### src/rtl/conv_array_driver_if.sv
// conv_array_driver_if: weight/row handshakes and kernel-array drive bus of conv_array_driver
//   master : driver side (drives o_* outputs, takes i_* inputs)
//   slave  : environment side (line buffer, weight source, kernel array)
//   Signals: i_w_valid/i_w_data/o_w_ready weight load, i_start window start,
//            i_row_valid/i_row_data/o_row_ready row segments, o_pixel_bus/o_weight/o_clear
//            to the array, o_busy/o_done status. Element width from `DATA_WIDTH.
`ifndef DATA_WIDTH
`define DATA_WIDTH 8
`endif
interface conv_array_driver_if #(
    parameter int ARRAY_SIZE  = 6,
    parameter int KERNEL_SIZE = 3
);
    localparam int DW = `DATA_WIDTH;
    logic                                    i_w_valid;
    logic [DW-1:0]                           i_w_data;
    logic                                    o_w_ready;
    logic                                    i_start;
    logic                                    i_row_valid;
    logic [(ARRAY_SIZE+KERNEL_SIZE-1)*DW-1:0] i_row_data;
    logic                                    o_row_ready;
    logic [ARRAY_SIZE*DW-1:0]                o_pixel_bus;
    logic [DW-1:0]                           o_weight;
    logic                                    o_clear;
    logic                                    o_busy;
    logic                                    o_done;
    modport master (
        input  i_w_valid, i_w_data, i_start, i_row_valid, i_row_data,
        output o_w_ready, o_row_ready, o_pixel_bus, o_weight, o_clear, o_busy, o_done
    );
    modport slave (
        output i_w_valid, i_w_data, i_start, i_row_valid, i_row_data,
        input  o_w_ready, o_row_ready, o_pixel_bus, o_weight, o_clear, o_busy, o_done
    );
endinterface

### src/rtl/conv_array_driver.sv
// conv_array_driver: feeds a KxK weight set and shifted row segments to a convolution kernel array
//   clk   : clock
//   rst_n : synchronous reset, active-high
//   bus   : conv_array_driver_if.master (weight load, start, row segments, array drive, busy/done)
//   Optional macro CONV_DRIVER_SKIP_ZERO_EN: taps whose weight is exactly zero are not issued.
//   All outputs are registered from the next-state values, so they line up with the state.
`ifndef DATA_WIDTH
`define DATA_WIDTH 8
`endif
module conv_array_driver #(
    parameter int ARRAY_SIZE     = 6,
    parameter int KERNEL_SIZE    = 3,
    parameter int KERNEL_LATENCY = 2
) (
    input logic                clk,
    input logic                rst_n,
    conv_array_driver_if.master bus
);
    localparam int DW = `DATA_WIDTH;
    localparam int K  = KERNEL_SIZE;
    localparam int NW = K * K;
    localparam int SW = ARRAY_SIZE + K - 1;
    localparam int CW = $clog2(NW + 1);
    localparam int FW = $clog2(KERNEL_LATENCY + 1);

    typedef enum logic [2:0] {IDLE, CLR, ROW, TAP, FLUSH, DONE} state_t;

    state_t           state, state_n;
    logic [CW-1:0]    r, r_n, c, c_n, wcnt, widx;
    logic [FW-1:0]    f, f_n;
    logic [DW-1:0]    w [NW];
    logic [SW*DW-1:0] seg, seg_n;
    logic [K-1:0]     en;
    logic [CW:0]      first;
    logic             row_hs, w_hs;

    // First enabled tap at or after 'from'; MSB set means none remain in this row.
    function automatic logic [CW:0] seek(input logic [K-1:0] m, input int from);
        seek = {1'b1, {CW{1'b0}}};
        for (int j = K - 1; j >= 0; j--)
            if (j >= from && m[j]) seek = {1'b0, CW'(j)};
    endfunction

    function automatic logic [CW-1:0] wi(input logic [CW-1:0] rr, input logic [CW-1:0] cc);
        return CW'(int'(rr) * K + int'(cc));
    endfunction

`ifdef CONV_DRIVER_SKIP_ZERO_EN
    always_comb
        for (int j = 0; j < K; j++) en[j] = w[wi(r, CW'(j))] != '0;
`else
    assign en = '1;
`endif

    assign row_hs = bus.i_row_valid && bus.o_row_ready;
    assign w_hs   = bus.i_w_valid && bus.o_w_ready;
    assign first  = seek(en, state == TAP ? int'(c) + 1 : 0);

    always_comb begin
        state_n = state;
        r_n     = r;
        c_n     = c;
        f_n     = f;
        seg_n   = row_hs ? bus.i_row_data : seg;
        case (state)
            IDLE: state_n = (bus.i_start && wcnt == CW'(NW)) ? CLR : IDLE;
            CLR: begin
                state_n = ROW;
                r_n     = '0;
            end
            // A fresh row and the end of a tap share the same "next tap or next row" decision.
            ROW, TAP: if (state == TAP || row_hs) begin
                if (!first[CW]) begin
                    state_n = TAP;
                    c_n     = first[CW-1:0];
                end else if (r != CW'(K - 1)) begin
                    state_n = ROW;
                    r_n     = r + 1'b1;
                end else begin
                    state_n = FLUSH;
                    f_n     = '0;
                end
            end
            FLUSH: begin
                state_n = f == FW'(KERNEL_LATENCY - 1) ? DONE : FLUSH;
                f_n     = f + 1'b1;
            end
            default: state_n = IDLE;
        endcase
    end

    always_ff @(posedge clk) begin
        if (rst_n) begin
            state           <= IDLE;
            r               <= '0;
            c               <= '0;
            f               <= '0;
            wcnt            <= '0;
            widx            <= '0;
            bus.o_w_ready   <= 1'b0;
            bus.o_row_ready <= 1'b0;
            bus.o_pixel_bus <= '0;
            bus.o_weight    <= '0;
            bus.o_clear     <= 1'b0;
            bus.o_busy      <= 1'b0;
            bus.o_done      <= 1'b0;
        end else begin
            state <= state_n;
            r     <= r_n;
            c     <= c_n;
            f     <= f_n;
            seg   <= seg_n;
            if (w_hs) begin
                wcnt <= wcnt == CW'(NW) ? wcnt : wcnt + 1'b1;
                widx <= widx == CW'(NW - 1) ? '0 : widx + 1'b1;
            end
            bus.o_w_ready   <= state_n == IDLE;
            bus.o_row_ready <= state_n == ROW;
            bus.o_pixel_bus <= state_n == TAP ? seg_n[(SW - int'(c_n)) * DW - 1 -: ARRAY_SIZE * DW] : '0;
            bus.o_weight    <= state_n == TAP ? w[wi(r_n, c_n)] : '0;
            bus.o_clear     <= state_n == CLR;
            bus.o_busy      <= state_n != IDLE;
            bus.o_done      <= state_n == DONE;
        end
    end

    always_ff @(posedge clk)
        if (!rst_n && w_hs) w[widx] <= bus.i_w_data;
endmodule

### src/flat_wrapper.sv
// flat-port wrapper written by rule: the top's interface ports become plain ports
module conv_array_driver_flat 
#(
    parameter int ARRAY_SIZE     = 6,
    parameter int KERNEL_SIZE    = 3,
    parameter int KERNEL_LATENCY = 2
)
  (clk, rst_n, bus_i_w_valid, bus_i_w_data, bus_i_start, bus_i_row_valid, bus_i_row_data, bus_o_w_ready, bus_o_row_ready, bus_o_pixel_bus, bus_o_weight, bus_o_clear, bus_o_busy, bus_o_done);
  conv_array_driver_if #(.ARRAY_SIZE(ARRAY_SIZE), .KERNEL_SIZE(KERNEL_SIZE)) bus_i ();
  input logic clk;
  input logic rst_n;
  input wire logic [$bits(bus_i.i_w_valid)-1:0] bus_i_w_valid;
  input wire logic [$bits(bus_i.i_w_data)-1:0] bus_i_w_data;
  input wire logic [$bits(bus_i.i_start)-1:0] bus_i_start;
  input wire logic [$bits(bus_i.i_row_valid)-1:0] bus_i_row_valid;
  input wire logic [$bits(bus_i.i_row_data)-1:0] bus_i_row_data;
  output wire logic [$bits(bus_i.o_w_ready)-1:0] bus_o_w_ready;
  output wire logic [$bits(bus_i.o_row_ready)-1:0] bus_o_row_ready;
  output wire logic [$bits(bus_i.o_pixel_bus)-1:0] bus_o_pixel_bus;
  output wire logic [$bits(bus_i.o_weight)-1:0] bus_o_weight;
  output wire logic [$bits(bus_i.o_clear)-1:0] bus_o_clear;
  output wire logic [$bits(bus_i.o_busy)-1:0] bus_o_busy;
  output wire logic [$bits(bus_i.o_done)-1:0] bus_o_done;
  assign bus_i.i_w_valid = bus_i_w_valid;
  assign bus_i.i_w_data = bus_i_w_data;
  assign bus_i.i_start = bus_i_start;
  assign bus_i.i_row_valid = bus_i_row_valid;
  assign bus_i.i_row_data = bus_i_row_data;
  assign bus_o_w_ready = bus_i.o_w_ready;
  assign bus_o_row_ready = bus_i.o_row_ready;
  assign bus_o_pixel_bus = bus_i.o_pixel_bus;
  assign bus_o_weight = bus_i.o_weight;
  assign bus_o_clear = bus_i.o_clear;
  assign bus_o_busy = bus_i.o_busy;
  assign bus_o_done = bus_i.o_done;
  conv_array_driver #(.ARRAY_SIZE(ARRAY_SIZE), .KERNEL_SIZE(KERNEL_SIZE), .KERNEL_LATENCY(KERNEL_LATENCY)) u_core (.clk(clk), .rst_n(rst_n), .bus(bus_i));
endmodule
### config.mk
export PLATFORM = sky130hd
export DESIGN_NAME = conv_array_driver_flat
export DESIGN_NICKNAME = d
export VERILOG_FILES = /design/src/rtl/conv_array_driver_if.sv /design/src/rtl/conv_array_driver.sv /design/src/flat_wrapper.sv
export SDC_FILE = /design/constraint.sdc
export NUM_CORES = 1
export LEC_CHECK = 0
export CORE_ASPECT_RATIO = 0.7
export CORE_UTILIZATION = 30
export CTS_CLUSTER_SIZE = 40
export DETAILED_ROUTE_END_ITERATION = 6
export MAX_ROUTING_LAYER = met4
export PLACE_DENSITY = 0.51
export SKIP_LAST_GASP = 1
export SLEW_MARGIN = 0
export SYNTH_ARGS = -nofsm -noshare
export SYNTH_HDL_FRONTEND = slang
export SYNTH_SLANG_ARGS = --single-unit
### constraint.sdc
create_clock -name clk -period 7.8 [get_ports clk]
set_input_delay 1.17 -clock clk [delete_from_list [all_inputs] [get_ports clk]]
set_output_delay 1.17 -clock clk [all_outputs]
set_load 0.01 [all_outputs]
Word-level counts from Yosys, hierarchy flattened:

Memories as Yosys holds them, arrays and structs flattened. A register that Yosys moved wholly into a read port is not among the register bits.
Cells that the tools add are included.

* shift operators: 1
* $add $sub $neg: 8
* multiply operators: 1
* mux-type cells: 25
* bitwise logic cells: 2
* reduce and logical (&&, ||, !) cells: 14
* order comparisons: 3
* eq/ne operators: 15

Operators with widths (count)
* $shiftx 111x32->48: 1
* $mux 64: 1
* $ge 1x32->1 const A: 1
* $ge 2x32->1 const A: 1
* $ge 3x32->1 const A: 1
* $mux 32: 1
* $sub 32x2->32 const B: 1
* $mux 4: 7
* $mux 5: 3
* $add 4x1->4 const B: 3
* $eq 3x2->1 const B: 4
* $pmux 3 s4: 1
* $mux 3: 3
* $eq 4x4->1 const B: 2
* $pmux 4 s2: 1
* $eq 3x1->1 const B: 2
* $eq 3x3->1 const B: 2
* $logic_not 3->1: 2
* $mux 2: 3
* $add 4x1->5 const B: 1
* $sub 4x4->5 const A: 1
* $add 4x4->4: 1
* $logic_and 1x1->1: 4
* $mul 4x2->4 const B: 1
* other kinds (15): 21

* output and inout port bits: 61
* register bits: 138
* word-level logic and storage cells: 83
* memories: 1
* memory bits (writable): 72

Memory list
* u_core.w: words 9, bits a word 8, rd ports 1, clocked after Yosys merged registers in 1, write ports 1, line conv_array_driver.sv:31 `logic [DW-1:0] w [NW];`

Longest topological paths before layout:

* depth in word-level cells: 12
* depth in mapped cells: 18

Worst setup path after synthesis:

OpenSTA, ideal clock, no wires.

* path type: in2reg
* start point: in bus_i_row_valid
* end point: reg u_core.bus.o_weight[0] (read register of u_core.w)
* stages: 14
* library setup time: 0.086 ns
* data required time: 7.714 ns
* path slack: 3.254 ns
* arrival: 4.460 ns
* path buffers: 4
* path through: nand2_1 > or4_1 > buf_2 > nand3_2 > inv_1 > clkbuf_1 > buf_1 > fa_1 > fa_1 > xnor2_1 > xnor2_1 > xnor3_2 > buf_2 > a211oi_1

* elaborated cells on any way between the ends: 13

RTL lines
* start, declared: line flat_wrapper.sv:15 `input wire logic [$bits(bus_i.i_row_valid)-1:0] bus_i_row_valid;`
* $logic_and 1x1->1: line conv_array_driver.sv:55 `assign row_hs = bus.i_row_valid && bus.o_row_ready;`
* $logic_or 1x1->1: line conv_array_driver.sv:72 `ROW, TAP: if (state == TAP || row_hs) begin`
* $mux 4: line conv_array_driver.sv:72
* $mux 4: line conv_array_driver.sv:65 `case (state)`
* net u_core.c_n[2]: line conv_array_driver.sv:29 `logic [CW-1:0] r, r_n, c, c_n, wcnt, widx;`
* $add 4x4->4: line conv_array_driver.sv:45 `return CW'(int'(rr) * K + int'(cc));`
* end, declared: line conv_array_driver_if.sv:29 `output o_w_ready, o_row_ready, o_pixel_bus, o_weight, o_clear, o_busy, o_done`

The timed path passes the listed nets, and every way through them passes these cells.
A chain may end at the register's enable or synchronous reset.

Worst setup path in the final report:

* start point: in bus_i_row_valid
* end point: reg u_core.bus.o_pixel_bus[0]

* longest elaborated chain between the ends: 7
* elaborated cells on any way between the ends: 13

RTL lines
* $logic_and 1x1->1 *: line conv_array_driver.sv:55
* $logic_or 1x1->1: line conv_array_driver.sv:72
* $mux 4 / $mux 3 (equally long branches): line conv_array_driver.sv:72
* $mux 4 / $pmux 3 s4 (equally long branches): line conv_array_driver.sv:65
* $sub 4x4->5 / $eq 3x2->1 (equally long branches): line conv_array_driver.sv:119 `bus.o_pixel_bus <= state_n == TAP ? seg_n[(SW - int'(c_n)) * DW - 1 -: ARRAY_SIZE * DW] : '0;`
* $sub 32x2->32 / $not 1->1 (equally long branches)
* $shiftx 111x32->48 / $reduce_or 2->1 (equally long branches)
* end signal, assigned: line conv_array_driver.sv:119
* end, declared: line conv_array_driver_if.sv:29

Mark *: on every way between the ends. The rest lies on a longest branch, timed or not.

==> results by group <==
Timing
  • # setup viols final: 0
  • Slew @ Worst Pin: 1100 ps
  • Fmax: ~180 MHz
  • Post-route setup slack: 2300 ps
  • Headroom to the max-slew limit: 26.2%
  • Tmin final: 5500 ps
  • Setup TNS: 0 ps
  • Min Hold Slack: between 400 and 500 ps
  • Tcrit/Tclk final: 70.5%
  • Final hold vios: 0
  • Count of final max-slew check failures: 0
  • Clk_skew: 12.5 ps
  • RSZ-0062 raised after global routing: false

Critical path
  • Arr. time, crit path: 5930 ps
  • Worst Setup SP: bus_i_row_valid
  • Worst Path Max Fanout: 24
  • Slowest stage delay, CP: 870 ps
  • Critical path class: input port to flip-flop
  • Crit path max-delay family: simple AND/OR/NAND/NOR gates
  • Setup crit end kind: flip-flop
  • Worst Path Buf+Inv: 3
  • R2R Path Start: u_core.c[1]
  • Cell mode on critical path: nand2_4
  • Cell chain of the critical path: clkdlybuf4s50_1 > nand2_4 > or4_1 > nand3_2 > nand2_4 > inv_2 > ha_2 > clkinv_1 > nand3_1 > o21a_1 > a22oi_1 > nor3_1
  • CP startpoint kind: input port
  • Crit path required time: 8230 ps
  • CP max stage cell: o21a_1

Outcome
  • Status: finished clean

Place
  • GPL Wtd Cong: 0.868
  • Final HPWL DP: 21.3 mm
  • Placed insts: 1415
  • Dpl ws: 1690 ps
  • IO buf count: 137

Synthesis
  • Mux cell area share after synthesis: 17.2%
  • Post-synthesis compound-gate area fraction: 10.2%
  • Flops & latches, synth: 218
  • Mapped Cells: 845
  • Synth Area in Simple Gates: 10.8%
  • Seq/Total Area, Yosys: 53.6%
  • Yosys warns: 0
  • Mapped cell area: between 10000 and 15000 sq um
  • Post-synth EDFFs: 136
  • Syn nets: approximately 940
  • Synth Area in Adders: 2.08%
  • Cell taking the most area after synthesis: edfxtp_1
  • XOR/XNOR Fraction of Synth Area: 0.867%
  • Netlist cell types: 72
  • Synth Flop Type: edfxtp_1
  • Post-Syn Area per Cell: 12.6 sq um
  • Top cells by area, synth: edfxtp_1, dfxtp_1, mux4_2
  • Post-synth top area share: 38.2%
  • Largest family of logic cells by synthesized area: multiplexers
  • Synth async-reset ratio: 0%

Global routing
  • Congestion Overflow GR: 0
  • Largest net degree at the start of global routing: between 70 and 80
  • Vias in the first global route: 7274
  • First-pass GRT wire length: 47.4 mm
  • Antenna violations before repair: 2
  • Global Route Usage Sum: 17.9%

Routing
  • 1st-iter DRT viols: 661
  • Antenna viol nets, final: 0
  • WL/cell: around 21 um
  • Via density: 5.03
  • DRC Markers: 0
  • Routed wire length: about 31 mm
  • 1st-pass router iterations: 5
  • Via count: 7361

Floorplan
  • # IOs: approximately 140
  • Die area: 36400 sq um
  • FP Rows: 57
  • Die X: approximately 230 um
  • Core Footprint: 34900 sq um
  • Die H: 160 um
  • Initial core utilization: 30.6%

CTS
  • CTS max path bufs: 3
  • H-tree depth: 1
  • Clock Latency Late Sink: 530 ps
  • Root Driver: clkbuf_16
  • Hold-fix buffers, CTS: 0
  • CTS sink cnt: 218
  • Postcts setup bufs: 0
  • TritonCTS clock tree: built
  • CTS clk-pin slew, worst paths: 60 ps
  • Post_cts resized: 0
  • CTS Buf Count: 25

Job
  • Max_cap viols: 0

Cells and area
  • Commonest non-fill, non-tap cell in the layout: clkdlybuf4s50_1
  • Final nets: 1063
  • Fillers: about 3300
  • Share of layout cells above drive strength 1: 18.1%
  • Area grow syn2layout: 25.0%
  • Non-filler cells, final: 1462
  • Most frequent cells in the layout: clkdlybuf4s50_1, edfxtp_1, dfxtp_1

Pwr
  • Power, Total: 2.57 mW
  • VDD IR max: ~120 uV
  • Pwr dens: 193 nW/um^2
  • Leak: 4.99 nW

Hold path
  • Hold path start: u_core.f[1]
  • Hold Crit Class: flip-flop to flip-flop
[per-layer routing]
layer  global-route usage (%)  up-vias  routed length, um
met5                        -        -                  0
met4                     3.33        0                438
met3                     4.01       33               2310
met2                     22.0      255              12100
met1                     28.9     3634              16400
li1                         -     3439                  -
[worst paths after layout]
kind                                                  end  slack, ps  cells past startpoint
worst max-delay path            u_core.bus.o_pixel_bus[0]       2300                     12
worst min-delay path                          u_core.f[1]        480                      2
worst max register to register  u_core.bus.o_pixel_bus[0]       2660                     12
worst min register to register                u_core.f[1]        480                      2
[sequential cells by signal, indices dropped and copies added, names as in the netlist, 2 cells and up]
name                    flops
u_core.bus.o_weight         8
u_core.seg                 64
u_core.widx                 4
u_core.w                   72
u_core.wcnt                 4
u_core.r                    4
u_core.c                    4
u_core.state                3
u_core.bus.o_pixel_bus     48
u_core.f                    2
[tightest hold or removal path: cells and delay by family (launching register included)]
family	cells	cell delay, ps
AO/OA/AOI/OAI	1	60
AND/OR/NAND/NOR	1	70
flip-flops	1	320
[area by class of cell]
class                           count  area, sq um  area share, %
Antenna cell                        2         5.00         0.0375
Inverter                           70          263           1.97
Sequential cell                   218         5730           42.9
Clock inverter                     10         85.1          0.637
Multi-Input combinational cell    498         4430           33.2
Clock buffer                       35          724           5.43
Timing Repair Buffer              157         1520           11.4
Tap cell                          472          591           4.42
[power by group]
group | internal, mW | switching (mW)
combinational | 0.0708 | 0.0812
clock | 0.682 | 0.484
sequential | 1.25 | 0.00711
total | 2.00 | 0.572
[cell usage after synthesis, drive strengths merged (2+ instances only)]
cell      n
nand4     6
inv      69
nor4      8
mux2i    65
o21ai    29
a221oi    8
buf      34
or3       3
or4       2
nand2b   10
ha       13
a211oi   19
dfxtp    82
mux2      9
and3      2
o211ai    8
mux4     48
o22ai    16
xnor2     5
nand3    13
nor3     47
and2      4
a311oi   10
a22oi     8
and3b     2
nand2    43
edfxtp  136
xor2      2
a41oi     3
o31ai     9
o21a      2
fa        3
nor2b     4
a21oi    24
clkbuf   25
nor2     56
[kinds of logic after synthesis]
kind of cell,Yosys count
mux,122
buf+inv,129
fa+ha+maj,16
flops,218
simple gates,205
compound gates,147
xor+xnor,8
[metrics by stage]
| step | utilization [%] | cell area [sq um] |
|---|---|---|
| final | 38.3 | 13300 |
| after global routing | 38.3 | 13300 |
| after CTS | 38.3 | 13300 |
| after detailed placement | 35.9 | 12500 |
| after global placement | 35.9 | 12500 |
| after floorplan | - | 10700 |
Power figures use the tool's default switching activity.
